==> src/rtl/logic_pkg.sv <==
// Shared opcode and sequencer-state types for the logic/shift mux command path.
package logic_pkg;

  typedef enum logic [2:0] {
    OP_AND  = 3'b000,
    OP_OR   = 3'b001,
    OP_XOR  = 3'b010,
    OP_SHR  = 3'b011,
    OP_SHL  = 3'b100,
    OP_ROT  = 3'b101,
    OP_RSV6 = 3'b110,
    OP_RSV7 = 3'b111
  } op_e;

  typedef enum logic [1:0] {
    IDLE   = 2'd0,
    SETTLE = 2'd1,
    RESP   = 2'd2
  } seq_state_e;

  function automatic logic is_legal_op(input op_e op);
    return (op != OP_RSV6) && (op != OP_RSV7);
  endfunction

endpackage

==> src/rtl/logic_flags.sv <==
// Combinational zero / sign-bit flags of an N-bit value; shared with the ALU status register.
module logic_flags #(
  parameter int N = 4
) (
  input  logic [N-1:0] value,
  output logic         zero,
  output logic         msb
);

  assign zero = (value == '0);
  assign msb  = value[N-1];

endmodule

==> src/rtl/logic_op_sequencer.sv <==
// Command-side driver for the logic/shift mux: registers a command onto the mux inputs,
// waits one settle cycle, then returns the captured result and flags over valid/ready.
module logic_op_sequencer
  import logic_pkg::*;
#(
  parameter int N  = 4,
  parameter int CW = 8
) (
  input  logic          clk,
  input  logic          rst,
  input  logic          cmd_valid,
  output logic          cmd_ready,
  input  logic [2:0]    cmd_op,
  input  logic [N-1:0]  cmd_a,
  input  logic [N-1:0]  cmd_b,
  output logic [N-1:0]  mux_a,
  output logic [N-1:0]  mux_b,
  output logic [2:0]    mux_sel,
  input  logic [N-1:0]  mux_result,
  output logic          rsp_valid,
  input  logic          rsp_ready,
  output logic [N-1:0]  rsp_data,
  output logic          rsp_zero,
  output logic          rsp_msb,
  output logic          rsp_err,
  output logic [CW-1:0] op_count
);

  seq_state_e    state_q, state_d;
  logic [N-1:0]  mux_a_q, mux_a_d;
  logic [N-1:0]  mux_b_q, mux_b_d;
  logic [2:0]    mux_sel_q, mux_sel_d;
  logic [N-1:0]  rsp_data_q, rsp_data_d;
  logic          rsp_zero_q, rsp_zero_d;
  logic          rsp_msb_q, rsp_msb_d;
  logic          rsp_err_q, rsp_err_d;
  logic          rsp_valid_q, rsp_valid_d;
  logic [CW-1:0] op_count_q, op_count_d;
  logic          res_zero, res_msb;

  function automatic logic [CW-1:0] sat_inc(input logic [CW-1:0] v);
    return (&v) ? v : v + CW'(1);
  endfunction

  logic_flags #(.N(N)) u_flags (
    .value (mux_result),
    .zero  (res_zero),
    .msb   (res_msb)
  );

  always_comb begin
    state_d     = state_q;
    mux_a_d     = mux_a_q;
    mux_b_d     = mux_b_q;
    mux_sel_d   = mux_sel_q;
    rsp_data_d  = rsp_data_q;
    rsp_zero_d  = rsp_zero_q;
    rsp_msb_d   = rsp_msb_q;
    rsp_err_d   = rsp_err_q;
    rsp_valid_d = rsp_valid_q;
    op_count_d  = op_count_q;
    case (state_q)
      IDLE: begin
        if (cmd_valid) begin
          if (is_legal_op(op_e'(cmd_op))) begin
            mux_a_d   = cmd_a;
            mux_b_d   = cmd_b;
            mux_sel_d = cmd_op;
            state_d   = SETTLE;
          end else begin
            // Illegal ops never reach the mux; answer straight away with an error.
            rsp_data_d  = '0;
            rsp_zero_d  = 1'b1;
            rsp_msb_d   = 1'b0;
            rsp_err_d   = 1'b1;
            rsp_valid_d = 1'b1;
            state_d     = RESP;
          end
        end
      end
      SETTLE: begin
        rsp_data_d  = mux_result;
        rsp_zero_d  = res_zero;
        rsp_msb_d   = res_msb;
        rsp_err_d   = 1'b0;
        rsp_valid_d = 1'b1;
        op_count_d  = sat_inc(op_count_q);
        state_d     = RESP;
      end
      RESP: begin
        if (rsp_ready) begin
          rsp_valid_d = 1'b0;
          state_d     = IDLE;
        end
      end
      default: state_d = IDLE;
    endcase
  end

  always_ff @(posedge clk or posedge rst) begin
    if (rst) begin
      state_q     <= IDLE;
      mux_a_q     <= '0;
      mux_b_q     <= '0;
      mux_sel_q   <= '0;
      rsp_data_q  <= '0;
      rsp_zero_q  <= 1'b1;
      rsp_msb_q   <= 1'b0;
      rsp_err_q   <= 1'b0;
      rsp_valid_q <= 1'b0;
      op_count_q  <= '0;
    end else begin
      state_q     <= state_d;
      mux_a_q     <= mux_a_d;
      mux_b_q     <= mux_b_d;
      mux_sel_q   <= mux_sel_d;
      rsp_data_q  <= rsp_data_d;
      rsp_zero_q  <= rsp_zero_d;
      rsp_msb_q   <= rsp_msb_d;
      rsp_err_q   <= rsp_err_d;
      rsp_valid_q <= rsp_valid_d;
      op_count_q  <= op_count_d;
    end
  end

  assign cmd_ready = (state_q == IDLE);
  assign mux_a     = mux_a_q;
  assign mux_b     = mux_b_q;
  assign mux_sel   = mux_sel_q;
  assign rsp_valid = rsp_valid_q;
  assign rsp_data  = rsp_data_q;
  assign rsp_zero  = rsp_zero_q;
  assign rsp_msb   = rsp_msb_q;
  assign rsp_err   = rsp_err_q;
  assign op_count  = op_count_q;

endmodule
==> config.mk <==
export PLATFORM = sky130hd
export DESIGN_NAME = logic_op_sequencer
export DESIGN_NICKNAME = d
export VERILOG_FILES = /design/src/rtl/logic_pkg.sv /design/src/rtl/logic_flags.sv /design/src/rtl/logic_op_sequencer.sv
export SDC_FILE = /design/constraint.sdc
export NUM_CORES = 1
export LEC_CHECK = 0
export ABC_AREA = 1
export ABC_CLOCK_PERIOD_IN_PS = 1500
export CORE_MARGIN = 3
export CORE_UTILIZATION = 40
export CTS_CLUSTER_DIAMETER = 100
export DETAILED_ROUTE_END_ITERATION = 7
export MAX_ROUTING_LAYER = met4
export PLACE_DENSITY_LB_ADDON = 0.2
export SLEW_MARGIN = 20
export SYNTH_ARGS = -nofsm -noshare
export SYNTH_HDL_FRONTEND = slang
export SYNTH_HIERARCHICAL = 1
export SYNTH_SLANG_ARGS = --single-unit
==> constraint.sdc <==
create_clock -name clk -period 1.5 [get_ports clk]
set_input_delay 0.15 -clock clk [delete_from_list [all_inputs] [get_ports clk]]
set_output_delay 0.15 -clock clk [all_outputs]
set_load 0.05 [all_outputs]
Word-level counts from Yosys, hierarchy flattened

Cells that the tools add are included.

Bits in registers: 29
Input bits: 19
Output and inout bits: 28
Word-level logic and storage cells: 46

Add/sub/neg operators: 1
Equal/unequal tests: 7
Multiplexer cells: 16
Bitwise gates (word level): 1
Reductions and logical operators: 11

Operator list:

| operator            | count |
|---|---|
| $add 8x1->8 const B | 1 |
| $mux 4              | 2 |
| $pmux 4 s2          | 1 |
| $reduce_and 8->1    | 1 |
| $mux 2              | 3 |
| $ne 2x2->1 const B  | 3 |
| $ne 3x3->1 const B  | 2 |
| $pmux 1 s2          | 3 |
| $pmux 2 s3          | 1 |
| $reduce_and 3->1    | 2 |
| $mux 1              | 5 |
| $logic_not 4->1     | 1 |
| $reduce_and 2->1    | 2 |
| $reduce_and 4->1    | 1 |
| $pmux 1 s3          | 1 |
| $reduce_bool 3->1   | 1 |
| $eq 2x1->1 const B  | 1 |
| $eq 2x2->1 const B  | 1 |
| $logic_not 2->1     | 1 |
| $reduce_bool 2->1   | 1 |
| $logic_and 1x1->1   | 1 |
| $not 1->1           | 1 |

Longest topological paths before layout

Gate-level depths: netlist of run 1.

Word-level depth: 5
Mapped depth: 8
Gate-level depth less buffers: 8

By module

Netlist of run 1, hierarchy kept.

By module, submodules not included:

| module             | times used | cells each | area each (um2) | seq. area each (um2) |
|---|---|---|---|---|
| logic_op_sequencer | 1          | 156        | 1346.3          | 726.9 |
| logic_flags        | 1          | 8          | 33.8            | 0.0 |

Least setup slack after synthesis of run 1

OpenSTA, ideal clock, no wires.

Path kind: reg-to-reg
Start: reg op_count_q[1] (netlist: op_count[1])
End: reg op_count_q[4] (netlist: op_count[4])
Library setup time: 0.118 ns
Data arrival time: 1.472 ns
Required time: 1.382 ns
Setup slack: -0.090 ns
Stages on the path, launching flop included: 9
Path buffers: 0
Period minus slack after synthesis: 1.590 ns
Cells stage by stage: dfrtp_1 ha_1 nand2_2 nor2_4 nand2_2 nand2_4 inv_4 nand2_1 nand2_1

Longest elaborated chain between the ends: 3
Elaborated cells between the ends (all ways): 4
Classes of those cells: 1 x add/sub; 1 x bitwise; 2 x reduce/logical

Ends and longest elaborated chain:

| what                                                | RTL line                  | text |
|---|---|---|
| start, declared                                     | logic_op_sequencer.sv:38  | `logic [CW-1:0] op_count_q, op_count_d;` |
| start signal, assigned                              | logic_op_sequencer.sv:122 | `op_count_q <= op_count_d;` |
| branches (longest 3 deep; another with $add 8x1->8) | n/a                       |  |

Parallel ways; which one is timed is not known.
A chain may end at the register's enable or synchronous reset.

Worst setup path in the final report of run 1

Start: reg op_count_q[0] (netlist: op_count[0])
End: reg op_count_q[7] (netlist: op_count[7])

Same word-level chain as after synthesis.

==> results of run 1 <==
[report_power, final]
part           internal, mW  total (mW)  switching [mW]  leakage [nW]
registers              1.10        1.35           0.251         0.365
logic                 0.730        2.28            1.54         0.604
clock network         0.398       0.665           0.267        0.0455
[per-layer routing]
metal  GRT usage [%]  up-vias  wire length [um]
met2            24.1       32              1390
li1                -      594                 -
met5               -        -                 0
met4            4.75        0                28
met1            18.6      524              1250
met3            6.41        4               164
[logic make-up (layout without fill, tap and decap cells)]
group | Yosys count | in the layout | share of synthesized area (%)
AOI/OAI and AO/OA | 3 | 3 | 1.27
adders and majority gates | 1 | 1 | 0.906
and+or+nand+nor | 107 | 107 | 35.9
xor gates and xnor gates | 3 | 3 | 1.90
buffers and inverters | 21 | 73 | 7.34
DFF | 29 | 29 | 52.7
[worst max-delay path, cell delays in order (launching register included)]
cell and delay (ps):
dfrtp_2 410, ha_1 210, nand2_2 90, nor2_4 110, nand2_2 90, nand2_4 120, inv_4 60, nand2_1 60
nand2_1 50
[cell usage in the layout, fill, tap and decap left out, types with 2 or more instances in the layout]
cell	count
nor2_1	8
buf_4	27
nand3_1	4
nand2_2	7
inv_1	13
buf_12	3
dfrtp_1	26
xor2_1	2
nor2_2	2
dfrtp_2	2
clkdlybuf4s50_1	18
inv_2	2
nand2_1	78
clkbuf_4	5
nor2_4	2
[sequential cells by signal, summed over array words and instances, names as in the netlist]
| signal | flops |
|---|---|
| mux_sel | 3 |
| rsp_data | 4 |
| rsp_zero | 1 |
| op_count | 8 |
| mux_a | 4 |
| rsp_valid | 1 |
| mux_b | 4 |
| rsp_err | 1 |
| state_q | 2 |
| rsp_msb | 1 |
[final timing paths]
check                                         from                 endpoint  slack (ps)  cells past startpoint
max                        op_count[0]$_DFFE_PP0P_  op_count[7]$_DFFE_PP0P_         190                      8
min                                            rst  op_count[1]$_DFFE_PP0P_         180                      3
max reg2reg                op_count[0]$_DFFE_PP0P_  op_count[7]$_DFFE_PP0P_         190                      8
min reg2reg                   rsp_zero$_DFFE_PP1P_     rsp_zero$_DFFE_PP1P_         490                      2
max in group asynchronous                      rst     rsp_zero$_DFFE_PP1P_        1020                      3
min in group clk                          cmd_b[1]     mux_b[1]$_DFFE_PP0P_         350                      3
[layout make-up]
type	instances	share of cell area (%)
Multi-Input combinational cell	114	28.6
Clock buffer	7	2.85
Clock inverter	1	1.56
Sequential cell	29	37.8
Inverter	17	3.43
Tap cell	44	2.85
Timing Repair Buffer	48	22.9
==> flow_summary.json, run 1 <==
{
  "multi_input_area_um2": 552,
  "core_area_um2": 3180,
  "ioPinCount": 47,
  "final_nets": 235,
  "syn_inst": 164,
  "status": "completed",
  "worst_pin_slew_ps": 413,
  "worst_slack_ps": 188,
  "arrival_ps": 1530,
  "clock_latency_ps": 320,
  "vias_per_cell": 4.44,
  "finish.utilization_pct": 60.7,
  "cts_num_sinks": 29,
  "wl_per_cell_um": 10.9,
  "placed_area_um2": 1850,
  "fp.dieH_um": 64.7,
  "finalSetupViolations": 0,
  "cts_resized": 0,
  "grt_pass1_wl_um": 4890,
  "fin_crit_ps": 1310,
  "ant_nets": 0,
  "post-dp-hpwl_um": 2150,
  "postCtsSetupRepairBufs": 0,
  "syn_area_um2": 1380,
  "synth_seq_cells": 29,
  "leakage_nw": 1.01,
  "yosysMostFrequentCell": "nand2_1",
  "cts-htree-levels": 2,
  "syn_nets": 184,
  "cp_max_fo": 8,
  "drive_above_1_share_pct": 26.9,
  "relSlewSlack_pct": 72.4,
  "rows": 20,
  "fin_setup_tns_ps": 0,
  "synth.largest_area_cell": "dfrtp_1",
  "synth-seq-area-share_pct": 52.7,
  "hold_ws_ps": 182,
  "cts_root_buffer": "clkbuf_4",
  "antenna_cells": 0,
  "path_class": "register to register",
  "clock_skew_ps": 5.30,
  "rsz0062_at_grt": "false",
  "cts_tree": "built",
  "start_kind": "register",
  "fillCellCount": 278,
  "p_per_area_nw_per_um2": 2220,
  "grt_pass1_vias": 1100,
  "placed_cells": 252,
  "hold_viol_final": 0,
  "grt_max_degree": 30,
  "drtIter0Drc": 40,
  "fin_cells": 260,
  "ir_drop_mv": 1.25,
  "cts_made_buffers": 5,
  "port_buffers": 46,
  "cts_hold_buf": 0,
  "end_kind": "register",
  "fp.dieW_um": 64.7,
  "fmax_mhz": 762,
  "dr_total_vias": 1154,
  "synth_area_leaders": "dfrtp_1 51%, nand2_1 21%, inv_1 3.5%",
  "yosys_warnings": 6,
  "fin_area_um2": 1930,
  "total_power_mw": 4.29,
  "drc": 0,
  "drv_slew": 0,
  "seqCellArea_um2": 729,
  "clock_path_buffers": 2,
  "drt_pass1_iterations": 3,
  "dp_slack_ps": 181,
  "finalWirelength_um": 2830,
  "die_area_um2": 4190,
  "syn_area_per_cell_um2": 8.42,
  "cp.required_ps": 1710,
  "ys_dominant_reg_cell": "dfrtp_1",
  "maxCapViolations": 0,
  "antenna_found_initial": 0,
  "initial_core_util_pct": 43.4,
  "globalplace.congestion": 0.739,
  "synthTopCellsByCount": "78 x nand2_1, 28 x dfrtp_1, 13 x inv_1, 8 x nor2_1, 7 x nand2_2",
  "global_route.usage.total_pct": 15.6,
  "synth_edf_count": 0,
  "grt-ovfl-total": 0,
  "area_growth_pct": 39.9,
  "path_clk_slew_ps": 90,
  "ys_async_sr_fraction_pct": 100,
  "hold_path_class": "input port to async pin",
  "ys_types": 27,
  "synth_top_area_share_pct": 50.8,
  "post-route-period-util_pct": 87.4
}
No activity file was read; power rests on OpenSTA's default activity.
==> run 2: changes to the inputs <==
--- a/config.mk
+++ b/config.mk
@@ -6,13 +6,15 @@
 export NUM_CORES = 1
 export LEC_CHECK = 0
 export ABC_AREA = 1
-export ABC_CLOCK_PERIOD_IN_PS = 1500
+export ABC_CLOCK_PERIOD_IN_PS = 1400
 export CORE_MARGIN = 3
 export CORE_UTILIZATION = 40
+export CTS_BUF_LIST = sky130_fd_sc_hd__clkbuf_8
 export CTS_CLUSTER_DIAMETER = 100
 export DETAILED_ROUTE_END_ITERATION = 7
 export MAX_ROUTING_LAYER = met4
 export PLACE_DENSITY_LB_ADDON = 0.2
+export SETUP_SLACK_MARGIN = 0.02
 export SLEW_MARGIN = 20
 export SYNTH_ARGS = -nofsm -noshare
 export SYNTH_HDL_FRONTEND = slang
==> constraint.sdc (replaced) <==
create_clock -name clk -period 1.4 [get_ports clk]
set_input_delay 0.14 -clock clk [delete_from_list [all_inputs] [get_ports clk]]
set_output_delay 0.14 -clock clk [all_outputs]
set_load 0.05 [all_outputs]
==> run 2 against run 1 <==
Total power up 17%. Clock skew down 1.7 ps. Register-to-register slack lost 60 ps. Non-clock buffer count rose by 1. Core utilization rose by 6.2 points. First-iteration DRC count increased by 40%. Die area stayed put. Cell count up 0.38%. Sequential share of layout area down 3.3 points. Sequential cell count unchanged. Setup slack got worse by 56 ps. Critical endpoint is now op_count[4]$_DFFE_PP0P_. Largest power group unchanged.
==> flow_summary.json, run 2 (same netlist as run 1, synthesis figures left out) <==
{
  "status": "completed",
  "r2r_end": "op_count[4]$_DFFE_PP0P_",
  "core_area_um2": 3180,
  "cts_root_buffer": "clkbuf_8",
  "drtIter0Drc": 56,
  "cp.required_ps": 1560,
  "drt_pass1_iterations": 4,
  "cp_max_fo": 8,
  "clock_latency_ps": 270,
  "rsz0062_at_grt": "false",
  "final_nets": 236,
  "grt_pass1_vias": 1205,
  "rows": 20,
  "path_buf_inv": 1,
  "dr_total_vias": 1185,
  "fillCellCount": 268,
  "finish.utilization_pct": 67.0,
  "cpMaxStageDelayCell": "dfrtp_2",
  "cts_tree": "built",
  "fmax_mhz": 789,
  "arrival_ps": 1430,
  "globalplace.congestion": 0.728,
  "drc": 0,
  "finalWirelength_um": 2960,
  "cts-htree-levels": 2,
  "fin_crit_ps": 1270,
  "critPathTopFamily": "simple AND/OR/NAND/NOR gates",
  "initial_core_util_pct": 43.4,
  "p_per_area_nw_per_um2": 2350,
  "path_clk_slew_ps": 60,
  "antenna_cells": 0,
  "vias_per_cell": 4.54,
  "cts_resized": 0,
  "final_common_cell": "nand2_1",
  "clock_path_buffers": 2,
  "fin_setup_tns_ps": 0,
  "hold_viol_final": 0,
  "cts_made_buffers": 5,
  "grt-ovfl-total": 0,
  "die_area_um2": 4190,
  "antenna_found_initial": 0,
  "grt_max_degree": 30,
  "worst_pin_slew_ps": 366,
  "postCtsSetupRepairBufs": 0,
  "global_route.usage.total_pct": 16.1,
  "start_kind": "register",
  "path_class": "register to register",
  "cts_num_sinks": 29,
  "ir_drop_mv": 1.18,
  "end_kind": "register",
  "worstReg2RegStart": "op_count[0]$_DFFE_PP0P_",
  "hold_path_class": "input port to async pin",
  "critical-path-max-stage-delay_ps": 440,
  "post-route-period-util_pct": 90.6,
  "maxCapViolations": 0,
  "fp.dieH_um": 64.7,
  "area_growth_pct": 54.2,
  "cts_hold_buf": 0,
  "leakage_nw": 1.07,
  "port_buffers": 46,
  "clock_skew_ps": 3.60,
  "r2r_cells": 8,
  "largest_register_ffs": 8,
  "drv_slew": 0,
  "ioPinCount": 47,
  "fp.dieW_um": 64.7,
  "mostFrequentLayoutCells": "78 x nand2_1, 22 x dfrtp_1, 18 x clkdlybuf4s50_1",
  "finalSetupViolations": 0,
  "drive_above_1_share_pct": 29.0,
  "grt_pass1_wl_um": 5190,
  "relSlewSlack_pct": 75.6,
  "worstPathCellList": "ha_4 > nand2_2 > nor2_4 > nand2_2 > nand2_4 > inv_4 > nand2_1 > nand2_1",
  "ant_nets": 0,
  "wl_per_cell_um": 11.3,
  "r2r_slack_ps": 130,
  "post-dp-hpwl_um": 2350
}
[run 2: cell types whose count changed in the layout (fill, tap and decap cells not counted), sizes merged]
cell,change
bufinv,-1
clkbuf,-1
inv,+2
buf,+1
[run 2: worst max-delay path by stage]
stage	endpoint	startpoint	cells after the start	slack, ps
finish	op_count[4]$_DFFE_PP0P_	op_count[0]$_DFFE_PP0P_	8	130
detailed placement	mux_sel[1]$_DFFE_PP0P_	cmd_op[2]	6	70
global route	mux_a[0]$_DFFE_PP0P_	state_q[1]$_DFFE_PP0P_	5	30
floorplan	op_count[4]$_DFFE_PP0P_	op_count[0]$_DFFE_PP0P_	8	50
CTS	op_count[4]$_DFFE_PP0P_	op_count[0]$_DFFE_PP0P_	8	110
global placement	rsp_data[1]$_DFFE_PP0P_	cmd_valid	6	110
[run 2: area by class of cell]
| class | count | area, um^2 | share of cell area, % |
|---|---|---|---|
| sequential | 29 | 734 | 34.5 |
| tap | 44 | 55.1 | 2.59 |
| timing repair buffer | 49 | 613 | 28.8 |
| clock inverter | 2 | 7.51 | 0.353 |
| clock buffer | 6 | 82.6 | 3.88 |
| multi-input combinational | 114 | 569 | 26.7 |
| inverter | 17 | 66.3 | 3.12 |
[run 2: metrics by stage]
step,power (mW),std cells,hold WS [ps],setup WS (ps),instance area (um^2)
after floorplan,3.13,164,217,47.1,1410
after global placement,4.32,253,471,114,2040
after detailed placement,4.38,253,467,68.3,2040
after CTS,5.06,261,254,114,2130
after global routing,5.26,261,272,34.1,2130
final,5.00,261,246,132,2130
[run 2: report_power, final]
group | switching, mW | internal (mW)
registers | 0.367 | 1.18
logic | 1.67 | 1.12
clock network | 0.283 | 0.385
total | 2.32 | 2.69
[run 2: routing by layer]
layer | routed length [um] | share of wire, % | GRT usage, % | vias up
li1 | - | - | - | 600
met1 | 1300 | 44 | 19.6 | 544
met2 | 1460 | 49 | 26.3 | 37
met3 | 178 | 6.0 | 4.85 | 4
met4 | 19 | 0.64 | 3.96 | 0
met5 | 0 | 0 | - | -
[run 2: worst reg2reg max path: stages, from the launching register on]
cell     delay, ps
dfrtp_2        440
ha_4           160
nand2_2         70
nor2_4         110
nand2_2         90
nand2_4        120
inv_4           60
nand2_1         60
nand2_1         40
